===== config.mk =====
export PLATFORM = sky130hd
export DESIGN_NAME = cnt8_down_timer_flat
export DESIGN_NICKNAME = d
export VERILOG_FILES = /design/src/rtl/cnt8_down_timer_if.sv /design/src/rtl/cnt8_down_timer.sv /design/src/flat_wrapper.sv
export SDC_FILE = /design/constraint.sdc
export NUM_CORES = 1
export LEC_CHECK = 0
export ABC_AREA = 1
export CORE_ASPECT_RATIO = 1.75
export CORE_MARGIN = 5
export CORE_UTILIZATION = 26
export DETAILED_ROUTE_END_ITERATION = 16
export SYNTH_ARGS = -nofsm -noshare
export SYNTH_HDL_FRONTEND = slang
export SYNTH_SLANG_ARGS = --single-unit
export TNS_END_PERCENT = 1

===== constraint.sdc =====
create_clock -name clk -period 1.25 [get_ports clk]
set_input_delay 0.125 -clock clk [delete_from_list [all_inputs] [get_ports clk]]
set_output_delay 0.125 -clock clk [all_outputs]
set_load 0.02 [all_outputs]

===== src/rtl/cnt8_down_timer_if.sv =====
// Control/status bundle for the programmable down-counting timer.
// The master loads and steers the timer; the slave (the timer) reports count, tc and busy.
interface cnt8_down_timer_if #(
  parameter int unsigned WIDTH = 8
);
  logic             load;
  logic [WIDTH-1:0] load_val;
  logic             enable;
  logic             auto_reload;
  logic             stop;
  logic [WIDTH-1:0] count;
  logic             tc;
  logic             busy;

  modport master (
    output load, load_val, enable, auto_reload, stop,
    input  count, tc, busy
  );

  modport slave (
    input  load, load_val, enable, auto_reload, stop,
    output count, tc, busy
  );
endinterface


===== src/rtl/cnt8_down_timer.sv =====
// Programmable down-counting timer with one-shot and auto-reload modes.
// Emits a registered one-cycle tc pulse after each terminal decrement (count 1 -> reload/0).
module cnt8_down_timer #(
  parameter int unsigned WIDTH = 8
) (
  input  logic                  clk,
  input  logic                  reset_n,
  cnt8_down_timer_if.slave      bus
);

  typedef enum logic {
    IDLE = 1'b0,
    RUN  = 1'b1
  } state_t;

  state_t           state;
  logic [WIDTH-1:0] count_r;
  logic [WIDTH-1:0] reload_reg;
  logic             tc_r;
  logic             busy_r;

  always_ff @(posedge clk) begin
    if (!reset_n) begin
      state      <= IDLE;
      count_r    <= '0;
      reload_reg <= '0;
      tc_r       <= 1'b0;
      busy_r     <= 1'b0;
    end else begin
      tc_r <= 1'b0;
      if (bus.load) begin
        // A load in RUN discards any pending decrement, so no tc even at count==1.
        count_r    <= bus.load_val;
        reload_reg <= bus.load_val;
        if (bus.load_val != '0) begin
          state  <= RUN;
          busy_r <= 1'b1;
        end else begin
          state  <= IDLE;
          busy_r <= 1'b0;
        end
      end else if (state == RUN) begin
        if (bus.stop) begin
          state  <= IDLE;
          busy_r <= 1'b0;
        end else if (bus.enable) begin
          if (count_r == WIDTH'(1)) begin
            tc_r <= 1'b1;
            if (bus.auto_reload) begin
              count_r <= reload_reg;
            end else begin
              count_r <= '0;
              state   <= IDLE;
              busy_r  <= 1'b0;
            end
          end else begin
            count_r <= count_r - WIDTH'(1);
          end
        end
      end
    end
  end

  assign bus.count = count_r;
  assign bus.tc    = tc_r;
  assign bus.busy  = busy_r;

endmodule

===== src/flat_wrapper.sv =====
// flat-port wrapper written by rule: the top's interface ports become plain ports
module cnt8_down_timer_flat 
#(
  parameter int unsigned WIDTH = 8
)
  (clk, reset_n, bus_load, bus_load_val, bus_enable, bus_auto_reload, bus_stop, bus_count, bus_tc, bus_busy);
  cnt8_down_timer_if #(.WIDTH(WIDTH)) bus_i ();
  input  logic clk;
  input  logic reset_n;
  input wire logic [$bits(bus_i.load)-1:0] bus_load;
  input wire logic [$bits(bus_i.load_val)-1:0] bus_load_val;
  input wire logic [$bits(bus_i.enable)-1:0] bus_enable;
  input wire logic [$bits(bus_i.auto_reload)-1:0] bus_auto_reload;
  input wire logic [$bits(bus_i.stop)-1:0] bus_stop;
  output wire logic [$bits(bus_i.count)-1:0] bus_count;
  output wire logic [$bits(bus_i.tc)-1:0] bus_tc;
  output wire logic [$bits(bus_i.busy)-1:0] bus_busy;
  assign bus_i.load = bus_load;
  assign bus_i.load_val = bus_load_val;
  assign bus_i.enable = bus_enable;
  assign bus_i.auto_reload = bus_auto_reload;
  assign bus_i.stop = bus_stop;
  assign bus_count = bus_i.count;
  assign bus_tc = bus_i.tc;
  assign bus_busy = bus_i.busy;
  cnt8_down_timer #(.WIDTH(WIDTH)) u_core (.clk(clk), .reset_n(reset_n), .bus(bus_i));
endmodule

Word level (Yosys, flattened, before mapping). Index checks and enable logic that the tools add are counted.

Register bits after elaboration: 19. Bits of input ports: 14. Output and inout bits: 10. Logic and storage cells: 40.

Add/sub/neg operators: 1. Eq/ne operators: 3. Mux-type cells: 20. Bitwise gates (word level): 3. Reductions and logical operators: 8.

Operator list (count): $mux W8 (6); $mux W1 (14); $eq A8 B1 Y1 const B (1); $reduce_bool A8 Y1 (1); $sub A8 B1 Y8 const B (1); $reduce_bool A3 Y1 (2); $reduce_or A5 Y1 (1); $reduce_and A4 Y1 (1); $reduce_bool A2 Y1 (2); $ne A3 B2 Y1 const B (1); $not A1 Y1 (3); $reduce_and A3 Y1 (1); $ne A2 B2 Y1 const B (1).

Depth between registers and ports, before layout.
Depth after elaboration: 6. Mapped depth: 10. Depth with buffers taken out: 10.

Worst setup path before layout. No wires, ideal clock.

Kind: reg-to-reg. Start point: register u_core.count_r[1], in the netlist u_core.bus.count[1]. End point: register u_core.count_r[0], in the netlist u_core.bus.count[0]. Arrival: 1235 ps. Required time: 1138 ps. Setup slack: -97 ps. Stages on the path, launching flop included: 11. Cells stage by stage: dfxtp_1 -> inv_1 -> ha_1 -> nand2_2 -> nor2_8 -> nand2_2 -> clkinv_2 -> nand2_1 -> o21ai_1 -> nand2_1 -> nand2_1.

Longest elaborated chain between the ends: 6.

RTL lines: from (decl) (line cnt8_down_timer.sv:17) `logic [WIDTH-1:0] count_r;`; from (signal assigned) (line cnt8_down_timer.sv:33) `count_r <= bus.load_val;`; from (signal assigned) (line cnt8_down_timer.sv:50) `count_r <= reload_reg;`; from (signal assigned) (line cnt8_down_timer.sv:57) `count_r <= count_r - WIDTH'(1);`; $eq A8 B1 Y1 (line cnt8_down_timer.sv:47) `if (count_r == WIDTH'(1)) begin`; $mux W8 (line cnt8_down_timer.sv:47); $mux W8 (line cnt8_down_timer.sv:46) `end else if (bus.enable) begin`; $mux W8 (line cnt8_down_timer.sv:43) `if (bus.stop) begin`; $mux W8 (line cnt8_down_timer.sv:42) `end else if (state == RUN) begin`; $mux W8 (line cnt8_down_timer.sv:31) `if (bus.load) begin`.

Every way passes these cells. The select of a mux whose other input is x is not followed. A chain may end at the register's enable or synchronous reset.

Worst setup path in the final report.
Start point: register u_core.count_r[1], in the netlist u_core.bus.count[1]. End point: register u_core.count_r[6], in the netlist u_core.bus.count[6].

Longest elaborated chain between the ends: 6. Elaborated cells between the ends (all ways): 7. Classes of those cells: add/sub (1); eq/ne (1); mux (5).

RTL lines (line): $sub A8 B1 Y8 or $eq A8 B1 Y1 (tied branches) (cnt8_down_timer.sv:57, cnt8_down_timer.sv:47); $mux W8 (*) (cnt8_down_timer.sv:47); $mux W8 (*) (cnt8_down_timer.sv:46); $mux W8 (*) (cnt8_down_timer.sv:43); $mux W8 (*) (cnt8_down_timer.sv:42); $mux W8 (*) (cnt8_down_timer.sv:31).

Mark *: on every way between the ends. The rest lies on a longest branch, timed or not. The select of a mux whose other input is x is not followed.

==> run summary <==
The width of the die works out to 59.0 um. The count of final max-slew check failures was 0; the arrival time at the worst endpoint was 1.37 ns. The routed design has 3040 um of wire. The post-layout instance area came out at 0.00168 sq mm. The clock arrives with 0.00256 ns of skew.

After detailed routing, the number of remaining DRC violations is 0. Setup repair after global routing could not meet its margin everywhere. In this run the critical register-to-register path is captured at u_core.bus.count[6].

The worst setup path is captured at a flop. The critical path is of the reg2reg type. The floorplan step defined a core boundary enclosing 0.00411 sq mm.

In the final routed layout, each cell accounts on average for 11.3 um. The tools report the overall die area as 0.00564 sq mm. For the number of buffers added by the clock tree synthesis step, the log shows 3. The number of I/O port buffers works out to 23.

The share of the synthesized area in the top cell type is 34.9%. Max-cap violations in this run came to 0. The tools report the wire length of the first global-routing pass as 5110 um. The average size of a mapped cell came out at 6.31 sq um.

The commonest non-fill, non-tap cell in the layout is sky130_fd_sc_hd__nand2_1. The worst-case IR drop observed on VDD is 714 uV. The repair_antennas step left the layout with diodes totalling 0. The tools report the largest net degree at the start of global routing as 13. The dominant combinational cell family by area after synthesis is simple AND/OR/NAND/NOR gates. In this run the worst hold path is classified as reg2reg. No sink is reached through more buffers than the 2 on the longest clock path. The kind of cell with the highest combined delay along the critical path is flip-flops.

The tools report the distinct cell type count of the synthesized netlist as 23. The count of nets left with antenna violations once routing finished came out at 0. The biggest area consumer among synthesized cells was sky130_fd_sc_hd__dfxtp_1. The tools report the root buffer cell as sky130_fd_sc_hd__clkbuf_8. After synthesis, flip-flops and latches occupy 34.9% of the total area. After synthesis, the share of cell area in mux cells is 0%.

For this design the static power due to leakage is 0.826 nW. The startpoint identified for the worst register-to-register timing path is u_core.bus.count[1]. Summed over all nets, wire length on met2 after detailed routing comes to 1700 um.

Clock latency on the worst-skew pair, taken at its later pin, is 0.25 ns. The worst stage delay on the critical path works out to 0.35 ns. STA classifies the critical path startpoint as a flop. The logs give 31 for the total number of placement rows and 0.00109 sq mm for the post-synth design cell area. The synthesized netlist devotes 2.29% of its cell area to adder and majority cells. Hold timing on the final database bottoms out at a slack of 0.462 ns. The number of vias per cell after detailed routing came out at 4.44.

The tools report the endpoint of the worst hold-timing path as u_core.reload_reg[6]. The flow ran to the end, and the final reports show no timing, DRC or antenna violations. The largest individual stage delay along the critical path comes from the cell sky130_fd_sc_hd__dfxtp_2. The floorplan step set the die height to 95.7 um. For this design the ratio of total power to cell area is 934 mW/mm^2. The run gives 18 as the number of DRC violations after detailed-routing iteration 0. In this run the worst path has a maximum fanout of 4.

During I/O placement, the number of pins put on the boundary was 24. The run gives 1.40 ns as the critical path data required time. For the number of H-tree branching levels, the log shows 1.

For this configuration, the core starts out at a cell density of 26.5%. Counting both buffers and inverters, the worst setup path holds a total of 3. The share of layout cells above drive strength 1 was 28.3%; the cell count after synthesis was 173. Among the stages of the critical path, the cell type that occurs most often is sky130_fd_sc_hd__nand2_1.

The setup slack of the most critical reg-to-reg path came out at 0.03 ns. The depth of the worst register-to-register path is 10. The synthesized netlist devotes 12.2% of its cell area to compound gates.

The highest clock frequency the design can meet is 0.822 GHz, and the placed instance count is 263. The parity-gate share of the synthesized area counting xor and xnor cells is 0.803%, and the total number of clock tree sinks is 19. In this run the most critical hold path is launched from u_core.reload_reg[6]. The global-route total usage across every layer is 11.5%. TritonCTS built the clock tree. The congestion estimate from routability-driven global placement came to 0.817. Setup violations remaining at the end of the flow were counted as 0. After clock tree synthesis, the clock-pin slew on the worst setup and hold paths is 0.08 ns. The number of nets handed over by synthesis was 189.

The worst max-slew margin expressed relative to the limit is 83.1%. The highest layer touched by signal routing is met4. By area the synthesized netlist is led by sky130_fd_sc_hd__dfxtp_1 (35%), sky130_fd_sc_hd__nand2_1 (22%), sky130_fd_sc_hd__inv_1 (6.2%).

After detailed placement, the total cell area comes to 0.00153 sq mm. The HPWL after detailed placement was 2460 um; the routed metal-1 wirelength was 1210 um. The filler cells instantiated in the layout total 472. In the layout the commonest cells are sky130_fd_sc_hd__nand2_1 (60), sky130_fd_sc_hd__buf_4 (21), sky130_fd_sc_hd__inv_1 (14), sky130_fd_sc_hd__clkdlybuf4s50_1 (13), sky130_fd_sc_hd__dfxtp_1 (12). The post-layout minimum cycle time works out to 1.22 ns.

The number of cells on the worst hold path was 2. The completed layout was analyzed and its total power is 0.00157 W. The run gives 0 as the remaining global-route overflow. The tools report the total count of hold-check failures in the final report as 0. Of the total synthesized cell area, the portion taken by AND, OR, NAND and NOR gates is 41.3%. Wire segments on met3 add up to 57 um in the final route. The first detailed-routing pass ran for 4 iterations. The tools report the via count as 1191. The logs give 0 for the total number of yosys warnings and 268 for the post-route non-filler standard cell count.

The initial antenna violation count is 0. The final critical-path share of the clock period is 97.3%, and the count of state elements after synthesis is 19. The number of hold buffers added after CTS was 0. Walking the worst path, the cells encountered are inv_4 > buf_6 > ha_4 > buf_4 > nand2_1 > nand2_1 > nand3_1 > nand2_1 > nand2_1 > nand2_1. The post-synthesis to final-layout area growth is 54.4%, and the number of global-route vias before repair is 1210. The actual slew at the worst max-slew pin came out at 0.252 ns. The net count of the finished layout is 236.
==> cells by family (layout without fill, tap and decap cells) <==
logic type	count (synthesis)	in the layout
adder cells (fa/ha/maj)	2	2
AND/OR/NAND/NOR	101	101
flip-flops	19	19
buffers and inverters	24	70
AO/OA/AOI/OAI	26	26
XOR/XNOR	1	1
==> what timing repair did <==
item                                    in CTS  in global routing
pin swaps                                    1                  9
resized for setup                           14                 33
setup buffers                                0                  1
endpoints found under the setup margin      18                 10
==> per-layer routing <==
layer,GRT usage (%),vias to the layer above
met2,22.5,18
li1,-,635
met3,0.403,4
met1,12.1,534
met5,0,-
met4,5.29,0
==> how the worst max path moves through the flow <==
stage          depth (start not counted)                 from                   to
2_1_floorplan                          9  u_core.bus.count[1]  u_core.bus.count[3]
3_3_place_gp                           8             bus_stop  u_core.bus.count[5]
3_5_place_dp                           8             bus_stop  u_core.bus.count[5]
4_1_cts                                9  u_core.bus.count[1]  u_core.bus.count[1]
5_1_grt                               10  u_core.bus.count[1]  u_core.bus.count[0]
6_report                              10  u_core.bus.count[1]  u_core.bus.count[6]
==> where the power goes <==
group | internal [W] | leakage [nW] | switching [W] | total (W)
combinational | 0.000215 | 0.641 | 0.000247 | 0.000462
clock | 0.000221 | 0.0255 | 0.000213 | 0.000435
sequential | 0.000641 | 0.160 | 0.0000347 | 0.000676
total | 0.00108 | 0.826 | 0.000495 | 0.00157
==> cell usage after synthesis <==
cell                       count
sky130_fd_sc_hd__inv_2         1
sky130_fd_sc_hd__nand3b_1      1
sky130_fd_sc_hd__nand2_4       2
sky130_fd_sc_hd__nor2_2        1
sky130_fd_sc_hd__a21oi_1      13
sky130_fd_sc_hd__o21ai_1       2
sky130_fd_sc_hd__buf_2         2
sky130_fd_sc_hd__clkbuf_1      2
sky130_fd_sc_hd__ha_1          2
sky130_fd_sc_hd__dfxtp_1      19
sky130_fd_sc_hd__o21bai_1      1
sky130_fd_sc_hd__nor2_1       14
sky130_fd_sc_hd__nor2_4        1
sky130_fd_sc_hd__xnor2_1       1
sky130_fd_sc_hd__nand4_1       1
sky130_fd_sc_hd__inv_1        18
sky130_fd_sc_hd__nand3_1      13
sky130_fd_sc_hd__nor2_8        1
sky130_fd_sc_hd__nand2_1      64
sky130_fd_sc_hd__or2_2         1
sky130_fd_sc_hd__clkinv_2      1
sky130_fd_sc_hd__nand2_2       2
sky130_fd_sc_hd__o21ai_0      10
==> tightest hold or removal path: cells and delay by family, from the launching register on <==
kind / cells / cell delay, ns
DFF: 1 / 0.31
and+or+nand+nor: 1 / 0.06
AOI/OAI and AO/OA: 1 / 0.05
==> area by class of cell <==
cell class,instances,area (sq um),share of cell area (%)
multi-input combinational,130,699,41.5
clock buffer,3,41.3,2.45
tap,49,61.3,3.64
sequential,19,397,23.6
inverter,20,82.6,4.90
clock inverter,1,5.00,0.297
timing repair buffer,46,398,23.6
==> metrics by stage <==
step	util, %	setup TNS [ns]	setup WS [ns]
after floorplan	-	-0.0282	-0.0125
after global placement	37.3	-0.661	-0.0939
after detailed placement	37.3	-0.818	-0.112
after CTS	38.5	-0.104	-0.0414
after global routing	41.0	-0.210	-0.0442
final	41.0	0	0.0337
No activity file was read; power rests on OpenSTA's default activity.
